**src/rtl/uart_pkg.sv**
```systemverilog
// Shared definitions for the bus-attached UART transmitter: register map,
// STATUS bit layout and serializer state encoding.
package uart_pkg;

    localparam int unsigned ADDR_W    = 2;
    localparam int unsigned DIV_W     = 16;
    localparam int unsigned BIT_CNT_W = 3;
    localparam int unsigned BYTE_W    = 8;

    // Word offsets within the block
    localparam logic [ADDR_W-1:0] REG_TXDATA  = 2'd0;
    localparam logic [ADDR_W-1:0] REG_STATUS  = 2'd1;
    localparam logic [ADDR_W-1:0] REG_DIVISOR = 2'd2;

    // STATUS bit indices
    localparam int unsigned ST_FULL    = 0;
    localparam int unsigned ST_EMPTY   = 1;
    localparam int unsigned ST_BUSY    = 2;
    localparam int unsigned ST_OVF     = 3;
    localparam int unsigned ST_LVL_LSB = 8;

    // STATUS read payload as seen on the bus
    typedef struct packed {
        logic [15:0] rsvd_hi;
        logic [7:0]  level;
        logic [3:0]  rsvd_lo;
        logic        ovf;
        logic        busy;
        logic        empty;
        logic        full;
    } status_t;

    typedef enum logic [3:0] {
        S_IDLE  = 4'b0001,
        S_START = 4'b0010,
        S_DATA  = 4'b0100,
        S_STOP  = 4'b1000
    } ser_state_e;

endpackage

```
**src/rtl/fifo_sync.sv**
```systemverilog
// Synchronous FIFO with one extra pointer bit for full/empty disambiguation.
// Ports: clock/reset (sync, active-high); push/din write side (ignored when
// full); pop (ignored when empty); dout combinational from head; full, empty,
// level (0..2**LOG2) derived from the pointers.
module fifo_sync #(
    parameter int unsigned LOG2  = 4,
    parameter int unsigned WIDTH = 8
) (
    input  logic             clock,
    input  logic             reset,
    input  logic             push,
    input  logic [WIDTH-1:0] din,
    input  logic             pop,
    output logic [WIDTH-1:0] dout,
    output logic             full,
    output logic             empty,
    output logic [LOG2:0]    level
);

    localparam int unsigned DEPTH = 1 << LOG2;
    localparam int unsigned PTR_W = LOG2 + 1;

    logic [WIDTH-1:0] mem_q [DEPTH];
    logic [PTR_W-1:0] wr_ptr_q;
    logic [PTR_W-1:0] rd_ptr_q;
    logic             do_push;
    logic             do_pop;

    assign full    = (wr_ptr_q[LOG2] != rd_ptr_q[LOG2]) &&
                     (wr_ptr_q[LOG2-1:0] == rd_ptr_q[LOG2-1:0]);
    assign empty   = (wr_ptr_q == rd_ptr_q);
    assign level   = wr_ptr_q - rd_ptr_q;
    assign dout    = mem_q[rd_ptr_q[LOG2-1:0]];
    assign do_push = push && !full;
    assign do_pop  = pop && !empty;

    // Pointer update; pointers wrap naturally through the extra MSB
    always_ff @(posedge clock) begin
        if (reset) begin
            wr_ptr_q <= '0;
            rd_ptr_q <= '0;
        end else begin
            if (do_push) wr_ptr_q <= wr_ptr_q + PTR_W'(1);
            if (do_pop)  rd_ptr_q <= rd_ptr_q + PTR_W'(1);
        end
    end

    // Storage
    always_ff @(posedge clock) begin
        if (do_push) mem_q[wr_ptr_q[LOG2-1:0]] <= din;
    end

endmodule

```
**src/rtl/bus_uart_tx.sv**
```systemverilog
// Memory-mapped 8N1 UART transmitter on the CPU word bus.
// Ports: clock, reset (sync, active-high); bus_sel/bus_addr/bus_data_w/
// bus_mask_w from the decoder and initiator (mask 0 = read); bus_data_r
// registered read data, zero when not read; tx serial line (idle high);
// irq_empty high while the FIFO is empty and the serializer is idle.
module bus_uart_tx
    import uart_pkg::*;
#(
    parameter int unsigned FIFO_LOG2     = 4,
    parameter int unsigned DIVISOR_RESET = 867
) (
    input  logic              clock,
    input  logic              reset,
    input  logic              bus_sel,
    input  logic [ADDR_W-1:0] bus_addr,
    input  logic [31:0]       bus_data_w,
    input  logic [3:0]        bus_mask_w,
    output logic [31:0]       bus_data_r,
    output logic              tx,
    output logic              irq_empty
);

    localparam int unsigned LVL_W = FIFO_LOG2 + 1;

    logic                 wr_en;
    logic                 rd_en;
    logic                 push;
    logic                 push_ok;
    logic                 pop;
    logic                 fifo_full;
    logic                 fifo_empty;
    logic [BYTE_W-1:0]    fifo_dout;
    logic [LVL_W-1:0]     fifo_level;
    logic [LVL_W-1:0]     level_next;
    status_t              status;

    ser_state_e           state_q, state_d;
    logic [DIV_W-1:0]     baud_q, baud_d;
    logic [DIV_W-1:0]     divisor_q, divisor_d;
    logic [BIT_CNT_W-1:0] bit_q, bit_d;
    logic [BYTE_W-1:0]    shift_q, shift_d;
    logic                 tx_q, tx_d;
    logic                 ovf_q, ovf_d;
    logic                 irq_q, irq_d;
    logic [31:0]          rdata_q, rdata_d;
    logic                 unused_bits;

    assign unused_bits = ^bus_data_w[31:16];

    fifo_sync #(
        .LOG2  (FIFO_LOG2),
        .WIDTH (BYTE_W)
    ) u_fifo (
        .clock (clock),
        .reset (reset),
        .push  (push_ok),
        .din   (bus_data_w[7:0]),
        .pop   (pop),
        .dout  (fifo_dout),
        .full  (fifo_full),
        .empty (fifo_empty),
        .level (fifo_level)
    );

    // Bus decode, register writes and read mux (reads see pre-update state)
    always_comb begin
        wr_en   = bus_sel && (bus_mask_w != 4'b0000);
        rd_en   = bus_sel && (bus_mask_w == 4'b0000);
        push    = wr_en && (bus_addr == REG_TXDATA) && bus_mask_w[0];
        push_ok = push && !fifo_full;

        ovf_d = ovf_q;
        if (push && fifo_full) begin
            ovf_d = 1'b1;
        end else if (wr_en && (bus_addr == REG_STATUS) && bus_mask_w[0] &&
                     bus_data_w[ST_OVF]) begin
            ovf_d = 1'b0;
        end

        divisor_d = divisor_q;
        if (wr_en && (bus_addr == REG_DIVISOR)) begin
            if (bus_mask_w[0]) divisor_d[7:0]  = bus_data_w[7:0];
            if (bus_mask_w[1]) divisor_d[15:8] = bus_data_w[15:8];
        end

        status       = '0;
        status.full  = fifo_full;
        status.empty = fifo_empty;
        status.busy  = (state_q != S_IDLE);
        status.ovf   = ovf_q;
        status.level = 8'(fifo_level);

        rdata_d = '0;
        if (rd_en) begin
            case (bus_addr)
                REG_STATUS:  rdata_d = status;
                REG_DIVISOR: rdata_d = {16'h0000, divisor_q};
                default:     rdata_d = '0;
            endcase
        end
    end

    // Serializer next state; tx and irq are registered from the next state
    always_comb begin
        state_d = state_q;
        baud_d  = baud_q;
        bit_d   = bit_q;
        shift_d = shift_q;
        pop     = 1'b0;

        case (state_q)
            S_IDLE: begin
                if (!fifo_empty) begin
                    pop     = 1'b1;
                    shift_d = fifo_dout;
                    baud_d  = divisor_q;
                    state_d = S_START;
                end
            end
            S_START: begin
                if (baud_q == '0) begin
                    baud_d  = divisor_q;
                    bit_d   = '0;
                    state_d = S_DATA;
                end else begin
                    baud_d = baud_q - DIV_W'(1);
                end
            end
            S_DATA: begin
                if (baud_q == '0) begin
                    baud_d  = divisor_q;
                    shift_d = {1'b0, shift_q[BYTE_W-1:1]};
                    if (bit_q == BIT_CNT_W'(7)) begin
                        state_d = S_STOP;
                    end else begin
                        bit_d = bit_q + BIT_CNT_W'(1);
                    end
                end else begin
                    baud_d = baud_q - DIV_W'(1);
                end
            end
            S_STOP: begin
                if (baud_q == '0) begin
                    state_d = S_IDLE;
                end else begin
                    baud_d = baud_q - DIV_W'(1);
                end
            end
            default: state_d = S_IDLE;
        endcase

        case (state_d)
            S_START: tx_d = 1'b0;
            S_DATA:  tx_d = shift_d[0];
            default: tx_d = 1'b1;
        endcase

        level_next = fifo_level + LVL_W'(push_ok) - LVL_W'(pop);
        irq_d      = (level_next == '0) && (state_d == S_IDLE);
    end

    // State and register file
    always_ff @(posedge clock) begin
        if (reset) begin
            state_q   <= S_IDLE;
            baud_q    <= '0;
            bit_q     <= '0;
            shift_q   <= '0;
            tx_q      <= 1'b1;
            ovf_q     <= 1'b0;
            irq_q     <= 1'b1;
            divisor_q <= DIV_W'(DIVISOR_RESET);
            rdata_q   <= '0;
        end else begin
            state_q   <= state_d;
            baud_q    <= baud_d;
            bit_q     <= bit_d;
            shift_q   <= shift_d;
            tx_q      <= tx_d;
            ovf_q     <= ovf_d;
            irq_q     <= irq_d;
            divisor_q <= divisor_d;
            rdata_q   <= rdata_d;
        end
    end

    assign bus_data_r = rdata_q;
    assign tx         = tx_q;
    assign irq_empty  = irq_q;

endmodule

```
**config.mk**
```make
export PLATFORM = sky130hd
export DESIGN_NAME = bus_uart_tx
export DESIGN_NICKNAME = d
export VERILOG_FILES = /design/src/rtl/uart_pkg.sv /design/src/rtl/fifo_sync.sv /design/src/rtl/bus_uart_tx.sv
export SDC_FILE = /design/constraint.sdc
export NUM_CORES = 1
export LEC_CHECK = 0
export CAP_MARGIN = 10
export CORE_MARGIN = 5
export CORE_UTILIZATION = 60
export CTS_CLUSTER_DIAMETER = 50
export DETAILED_ROUTE_END_ITERATION = 16
export DONT_BUFFER_PORTS = 1
export PLACE_DENSITY_LB_ADDON = 0.25
export SYNTH_ARGS = -nofsm -noshare
export SYNTH_HDL_FRONTEND = slang
export SYNTH_SLANG_ARGS = --single-unit
```
**constraint.sdc**
```tcl
create_clock -name clock -period 7.5 [get_ports clock]
set_input_delay 1.125 -clock clock [delete_from_list [all_inputs] [get_ports clock]]
set_output_delay 1.125 -clock clock [all_outputs]
set_load 0.01 [all_outputs]
```
==> results.md, run 1 <==
- Top cells by area, synth: edfxtp_1, dfxtp_1, mux4_2
- Max Slew Vio Count: 0
- Hold-fix buffers at CTS: 0
- Final Hold Vio Count: 0
- Sequential share of the synthesized area: 60.9%
- PwrDens: 310 nW/µm²
- Crit path DAT: 3750 ps
- First-pass GRT wire length: ~30 mm
- FMAX: 300 MHz
- Hold_ws: 481 ps
- Clock Skews: about 16 ps
- Most common cell after layout, fill and taps aside: edfxtp_1
- Startpoint type of the worst setup path: flip-flop
- VDD IR max: 0.207 mV
- DR vias: 5,536
- Crit path from: u_fifo.wr_ptr_q[0]
- Finished Layout Cells: 871
- Clk pwr share: 39.2%
- Setup Viol. Count Final: 0
- Required time of the critical path: between 7000 and 8000 ps
- Hold Crit Start: bit_q[2]
- Inst Count DP: just over 800
- I/O Buffers: 0
- Synth Register Bits: 208
- Initial drt markers: between 600 and 700
- Sw frac: 27.7%
- Diode count: 0
- Clk_lat worst skew: 520 ps
- Sinks on Clock Net: approximately 210
- Largest net degree at the start of global routing: between 40 and 50
- Post-CTS Resized: 0
- Place WS: a little over 4000 ps
- FF+latch area: 5450 µm²
- Total iterations of the first detailed-routing run: 5
- Clock transition at path regs: 50 ps
- Die area: 17,400 µm²
- Total track usage: 22.1%
- Part of the cycle the worst path needs: roughly 44%
- Worst flop-to-flop path startpoint: u_fifo.wr_ptr_q[0]
- Netlist Area Pre-Place: between 8000 and 9000 µm²
- Initial Utilization: 61.3%
- Syn Inst Count: 671
- Clock period minus worst slack: 3340 ps
- Top_reg_cell synth: edfxtp_1
- Num CTS Buffers: 24
- Vias in the first global route: 5,400
- Area share of the largest cell type after synthesis: around 43%
- Ports: 75
- Syn. warnings: 0
- Commonest non-fill, non-tap cells in the layout: edfxtp_1, dfxtp_1, nand2_1
- Final ANT Viol Nets: 0
- Internal power: approximately 2.2 mW
- Vias/cell: 6.36
- FF-to-FF setup slack: roughly 4200 ps
- CTS tree: done
- Max-cap violations: 0
- GRT overflow: 0
- Layout cells sized above 1: ~15%
- Hold/Removal Path Class: reg -> reg
- H-Tree Depth: 1
- Setup Crit Path Kind: reg -> reg
- Initial antenna violation count: 0
- Status: completed
- WL final: 19.5 mm
- Crit path capture type: flip-flop
- Crit Path Max Fanout: 14
- Deepest clock path buffer count: 3
- Final net count: 733
- Syn avg cell area: around 13 µm²
- RSZ-0062 raised after global routing: no
- Horiz. Die Dim: 132 µm
- EDFF count, synth: ~130
- Root buffer cell: clkbuf_16
- Number of post-CTS setup repair buffers: 0
- Psw: around 0.85 mW
- Worst-margin pin slew: 1100 ps
- WL/cell: around 22 µm
- Std-Cell Core Area: about 15,000 µm²
- Post-synth top area cell: edfxtp_1
- Fin Setup TNS: 0 ps
- Netlist cell types: 61
- Pleak: 3.42 nW
- Combinational share of power: 17.8%
- Hold path depth: 2
- FP Rows: 44
- FFs w/ async S/R, synth: 0%
- Die extent in y: 132 µm
- Routability cong.: approximately 0.88
- Worst reg2reg path depth: 15
- Final worst slack: ~4200 ps
- Area occupied by multi-input gates: 3160 µm²
- DRC: 0
- Slew HR: a little over a quarter
- Area growth syn-to-layout: 9.97%
- Reg power frac: 43.1%
- Filler cells: roughly 970
- Final HPWL from detailed placement: 12.5 mm
stage by stage:
step           power, mW  utilization, %  area, µm²
2_1_floorplan       1.76               -       9000
6_report            3.05            67.4       9830
5_1_grt             3.17            67.4       9830
3_5_place_dp        1.86            61.7       9000
4_1_cts             3.06            67.4       9830
3_3_place_gp        1.84            61.7       9000
layer usage:
layer | vias up | wire, µm | track usage, %
met4 | 0 | 532 | 7.43
met3 | 41 | 1450 | 3.59
met5 | - | 0 | 0
met1 | 2755 | 7570 | 28.5
li1 | 2478 | - | -
met2 | 262 | 9980 | 38.4
cells in the mapped netlist, types with 3 or more instances:
library cell	instances
mux4_2	40
inv_1	31
o21ai_0	18
xor2_1	9
a31oi_1	4
dfxtp_1	80
mux2i_1	5
o22ai_1	5
buf_2	9
ha_1	21
nand4_1	5
clkbuf_1	17
or3_1	5
nor3_1	12
xnor2_1	8
and3_1	13
a32o_1	5
nor4_1	5
nor2_1	50
nand2_1	55
nand2b_1	4
edfxtp_1	128
buf_4	19
a22oi_1	14
o32ai_1	6
a21oi_1	43
nand3_1	13
a21o_1	3
worst max-delay path, stage by stage, from the launching register on:
cell	delay [ps]
dfxtp_1	410
inv_1	130
ha_1	360
nand4_1	220
o21ba_4	330
ha_1	280
inv_1	60
ha_1	150
inv_1	50
fa_1	400
inv_1	80
a21o_1	120
a21oi_1	80
xnor2_1	140
xnor2_1	150
o31ai_1	260
power by group through the flow:
stage / sequential (mW) / clock [mW] / combinational, mW
floorplan: 1.31 / 0 / 0.450
global placement: 1.34 / 0 / 0.506
detailed placement: 1.34 / 0 / 0.526
CTS: 1.31 / 1.21 / 0.532
global route: 1.32 / 1.27 / 0.584
finish: 1.31 / 1.19 / 0.541
sequential cells by signal, indices dropped and copies added, names as in the netlist, named ones only:
register,cells
shift_q,8
state_q,4
u_fifo.mem_q,128
divisor_q,16
tx,1
u_fifo.rd_ptr_q,5
bus_data_r,16
u_fifo.wr_ptr_q,5
baud_q,16
irq_empty,1
ovf_q,1
bit_q,3
final cells by class:
type                       instances  share of cell area [%]
clock buffer                      28                    6.36
clock inverter                    16                    2.11
inverter                          31                    1.18
multi-input combinational        398                    32.1
sequential                       208                    55.4
tap                              184                    2.34
timing repair buffer               6                   0.458
worst paths after layout:
| kind | end |
|---|---|
| max reg2reg | irq_empty |
| min | bit_q[2] |
| min reg2reg | bit_q[2] |
| max | irq_empty |
logic make-up (layout without fill, tap and decap cells):
logic type	count (synthesis)	in the layout	share of synthesized area [%]
DFF	208	208	60.9
and+or+nand+nor	182	182	10.7
AOI/OAI and AO/OA	114	114	8.17
buffers and inverters	80	81	4.38
muxes	46	46	10.8
adders and majority gates	23	23	3.39
xor gates and xnor gates	17	17	1.67
other	1	16	0.0419
Power figures use the tool's default switching activity.
==> inputs of run 2 (changes only) <==
- clock period: 7.5 -> 3.3 ns (I/O delays scaled with it)
==> results.md, run 2 (same netlist as run 1, synthesis figures left out) <==
- Status: completed
- Layout cells sized above 1: between 10% and 20%
- Psw: between 1.5 and 2 mW
- Worst-path cell chain: inv_1 > ha_2 > nand4_1 > o21ba_4 > ha_1 > inv_1 > ha_1 > inv_1 > fa_1 > inv_1 > a21o_1 > a21oi_1 > xnor2_1 > xnor2_1 > o31ai_2
- Initial drt markers: 656
- Diode count: 0
- GRT overflow: 0
- Reg power frac: 42.9%
- Final ANT Viol Nets: 0
- Deepest clock path buffer count: 3
- Required time of the critical path: 3700 ps
- Setup Viol. Count Final: 0
- Fin Setup TNS: 0 ps
- Clk_lat worst skew: 520 ps
- WL/cell: 22.2 µm
- Clk pwr share: a little under two fifths
- First-pass GRT wire length: between 30 and 40 mm
- Die area: 17,400 µm²
- Initial Utilization: 61.3%
- Vias/cell: 6.35
- Crit path DAT: 3510 ps
- I/O Buffers: 0
- PwrDens: 693 nW/µm²
- H-Tree Depth: 1
- WL final: 19.8 mm
- Ports: 75
- Horiz. Die Dim: 132 µm
- Final Hold Vio Count: 0
- CTS tree: done
- Max-cap violations: 0
- Std-Cell Core Area: between 10,000 and 15,000 µm²
- Sinks on Clock Net: between 200 and 250
- Pleak: between 3 and 4 nW
- Most common cell on crit path: inv_1
- Sw frac: 27.5%
- Internal power: ~5.0 mW
- Total iterations of the first detailed-routing run: 5
- Final HPWL from detailed placement: 13.0 mm
- Finished Layout Cells: 893
- VDD IR max: 0.543 mV
- Critical Path Max Stage Delay: 390 ps
- Hold-fix buffers at CTS: 0
- Startpoint type of the worst setup path: flip-flop
- Number of post-CTS setup repair buffers: 0
- Setup Crit Path Kind: reg -> reg
- Final core occ: 68.5%
- Final worst slack: 193 ps
- Num CTS Buffers: 25
- Final net count: 755
- FP Rows: 44
- FMAX: 322 MHz
- DRC: 0
- Slew HR: about half
- Max Slew Vio Count: 0
- Commonest non-fill, non-tap cells in the layout: edfxtp_1, dfxtp_1, nand2_1
- RSZ-0062 raised after global routing: no
- Vias in the first global route: roughly 5,700
- Combinational share of power: between 10% and 20%
- Routability cong.: 0.862
- Part of the cycle the worst path needs: between 90% and 100%
- DR vias: 5,670
- Most common cell after layout, fill and taps aside: edfxtp_1
- Clock period minus worst slack: 3110 ps
- Critical path's slowest cell: fa_1
- Hold/Removal Path Class: in -> reg
- Inst Count DP: 848
- Largest net degree at the start of global routing: 44
- Root buffer cell: clkbuf_16
- Die extent in y: 132 µm
- Clock transition at path regs: 60 ps
- Total track usage: between 20% and 30%
- Area growth syn-to-layout: 11.8%
- Worst-margin pin slew: 745 ps
- Initial antenna violation count: 0
- Clock Skews: 22.3 ps
- Max reg flops: 128
- Crit path capture type: flip-flop
- FF-to-FF setup slack: 190 ps
- Place WS: 56.4 ps
- Crit Path Max Fanout: 5
[run 2: cell type report]
class / count / area, µm²
Multi-Input combinational cell: 398 / 3180
Fill cell: 990 / 4600
Sequential cell: 208 / 5450
Tap cell: 184 / 230
Clock buffer: 32 / 672
Clock inverter: 13 / 144
Timing Repair Buffer: 27 / 203
Inverter: 31 / 116
[run 2: path summary, 6_finish.rpt]
| kind | depth (start not counted) | startpoint | to |
|---|---|---|---|
| setup / recovery | 15 | u_fifo.rd_ptr_q[2] | irq_empty |
| hold / removal | 0 | bus_data_w[2] | u_fifo.mem_q[15][2] |
| setup reg to reg | 15 | u_fifo.rd_ptr_q[2] | irq_empty |
| hold reg to reg | 2 | ovf_q | ovf_q |
[run 2: per-layer routing]
layer,GRT usage [%],vias up,routed length (µm)
li1,-,2517,-
met1,29.5,2823,7690
met2,40.0,282,10100
met3,3.70,48,1470
met4,6.80,0,559
met5,0,-,0
[run 2: repair_timing]
item                       4_1_cts  5_1_grt
setup endpoints to repair        0        1
gates resized for setup          0        4
hold endpoints to repair         0        0
[run 2: stage by stage]
step | instance area (µm²) | power [mW] | hold WS (ps)
after CTS | 9970 | 6.92 | 47.9
after global placement | 9160 | 4.21 | 450
after floorplan | 9000 | 3.99 | 437
after global routing | 9990 | 7.22 | 44.6
after detailed placement | 9160 | 4.27 | 457
final | 9990 | 6.92 | 66.5
[run 2: power by group through the flow]
stage	Combinational [mW]	Clock, mW	Sequential (mW)
2_1_floorplan	1.02	0	2.97
3_3_place_gp	1.19	0	3.01
3_5_place_dp	1.25	0	3.02
4_1_cts	1.26	2.69	2.97
5_1_grt	1.41	2.83	2.98
6_report	1.29	2.66	2.97
[run 2: critical path: cells and delay by family, from the launching register on]
family                     cells  cell delay, ps
AOI/OAI and AO/OA              4             670
xor gates and xnor gates       2             300
adders and majority gates      4            1180
buffers and inverters          4             280
DFF                            1             360
and+or+nand+nor                1             200
==> inputs of run 3 (changes only) <==
- ABC_AREA: default -> 1
- CAP_MARGIN: 10 -> 20
- REMOVE_ABC_BUFFERS: default -> 1
==> results.md, run 3 <==
- Status: completed
- VDD IR max: around 0.58 mV
- Horiz. Die Dim: 136 µm
- Adder-cell share of the synthesized area: ~3.2%
- Synth Area in Compound Gates: under 10%
- Simple-Gate Fraction of Synth Area: 23.9%
- Most common cell after layout, fill and taps aside: nand2_1
- Max reg flops: approximately 130
- DR vias: 7,069
- Setup Crit Path Kind: reg -> reg
- Required time of the critical path: approximately 3700 ps
- Main combinational cell family by area after synthesis: simple AND/OR/NAND/NOR gates
- Top_reg_cell synth: edfxtp_1
- Total track usage: 23.0%
- Diode count: 0
- Final Hold Vio Count: 0
- Clk_lat worst skew: roughly 500 ps
- Layout cells sized above 1: 8.10%
- I/O Buffers: 0
- Crit path capture type: flip-flop
- Synth Register Bits: 208
- Area growth syn-to-layout: 9.34%
- Most common cell in the netlist: nand2_1
- Die extent in y: 136 µm
- Ports: 75
- Final HPWL from detailed placement: 13.4 mm
- Num CTS Buffers: 22
- Final net count: 1,135
- WL final: 21.0 mm
- XOR/XNOR Fraction of Synth Area: 0.827%
- Syn avg cell area: 8.91 µm²
- Post-CTS Resized: 0
- Syn Inst Count: 1,070
- PwrDens: 757 nW/µm²
- Root buffer cell: clkbuf_16
- Netlist cell types: 36
- Total power: 7.89 mW
- Clock transition at path regs: 60 ps
- Fin Setup TNS: 0 ps
- Synth top cells by count: nand2_1, nor2_1, edfxtp_1
- Routability cong.: just under 0.9
- CTS tree: done
- Clock Skews: 14.4 ps
- WL/cell: about 16 µm
- Vias in the first global route: 6,720
- FF-to-FF setup slack: between 300 and 400 ps
- Hold/Removal Path Class: in -> reg
- DRC: 0
- Syn. warnings: 0
- Std-Cell Core Area: ~16,000 µm²
- Post-synth top area cell: edfxtp_1
- FFs w/ async S/R, synth: 0%
- Sequential share of the synthesized area: a little under three fifths
- Worst flop-to-flop path startpoint: u_fifo.wr_ptr_q[0]
- Startpoint type of the worst setup path: flip-flop
- Top cells by area, synth: edfxtp_1, dfxtp_1, nand2_1
- Mux share of post-synthesis cell area: 0%
- Initial antenna violation count: 0
- FP Rows: 46
- Max-cap violations: 0
- Setup Viol. Count Final: 0
- Total iterations of the first detailed-routing run: 5
- H-Tree Depth: 1
- RSZ-0062 raised after global routing: no
- Crit path from: u_fifo.wr_ptr_q[0]
- Largest net degree at the start of global routing: 69
- Hold-fix buffers at CTS: 0
- Crit path DAT: 3350 ps
- Crit Path Max Fanout: 5
- Part of the cycle the worst path needs: 89.4%
- Initial drt markers: 532
- Die area: 18,500 µm²
- First-pass GRT wire length: 33.7 mm
- Hold Crit Start: reset
- Sinks on Clock Net: ~210
- Commonest non-fill, non-tap cells in the layout: nand2_1, nor2_1, edfxtp_1
- FMAX: about 340 MHz
- Deepest clock path buffer count: 3
- Initial Utilization: 60.7%
- Max Slew Vio Count: 0
- EDFF count, synth: about 130
- Worst-margin pin slew: 835 ps
- Number of post-CTS setup repair buffers: 0
- Clock period minus worst slack: 2950 ps
- Vias/cell: 5.43
- GRT overflow: 0
- Pleak: between 4 and 5 nW
- Netlist Area Pre-Place: 9530 µm²
- Final ANT Viol Nets: 0
- Area share of the largest cell type after synthesis: 40.3%
- Slew HR: 44.1%
-- run 3: critical path: stages (launching register included) --
cell and delay [ps]:
dfxtp_1 370, inv_1 120, ha_1 330, nand4_1 140
nor2_2 240, nor2_4 60, ha_1 270, inv_1 50
ha_1 160, inv_1 60, fa_1 400, o21ai_0 170
a21oi_1 100, a21o_1 170, nand3_1 60, nand2_1 50
nand2_1 50, nand2_1 40
-- run 3: layout make-up --
type / instances / area (µm²)
multi-input combinational: 718 / 3430
clock inverter: 13 / 155
fill: 1275 / 5290
inverter: 104 / 390
sequential: 208 / 5450
clock buffer: 27 / 591
timing repair buffer: 17 / 140
tap: 216 / 270
-- run 3: kinds of logic (layout without fill, tap and decap cells) --
group | count (synthesis) | count (layout)
AOI/OAI and AO/OA | 136 | 136
DFF | 208 | 208
and+or+nand+nor | 534 | 534
xor gates and xnor gates | 9 | 9
other | 1 | 16
adders and majority gates | 23 | 23
buffers and inverters | 159 | 161
-- run 3: per-layer routing --
layer / GRT usage [%] / vias up / part of all wire, %
li1: - / 3502 / -
met3: 4.63 / 38 / 6.8
met5: 0 / - / 0
met2: 37.0 / 220 / 46
met1: 31.7 / 3309 / 45
met4: 7.11 / 0 / 2.3
-- run 3: per-stage QoR --
| step | util, % | std cells | area, µm² | setup WS, ps | hold WS [ps] |
|---|---|---|---|---|---|
| final | 66.3 | 1303 | 10400 | 348 | 61.1 |
| after global routing | 66.3 | 1303 | 10400 | 12.0 | 41.6 |
| after CTS | 66.3 | 1303 | 10400 | 350 | 43.4 |
| after detailed placement | 61.6 | 1263 | 9680 | 371 | 445 |
| after global placement | 61.6 | 1263 | 9680 | 389 | 440 |
| after floorplan | - | 1030 | 9270 | 482 | 429 |
-- run 3: power by group --
part	internal (mW)	switching, mW
Sequential	2.92	0.132
Combinational	0.774	1.56
Clock	1.51	0.990
Total	5.20	2.69
-- run 3: path summary, 6_finish.rpt --
path                              to  depth (start not counted)
hold / removal    u_fifo.rd_ptr_q[4]                          1
hold reg to reg             bit_q[1]                          2
setup / recovery           irq_empty                         17
setup reg to reg           irq_empty                         17
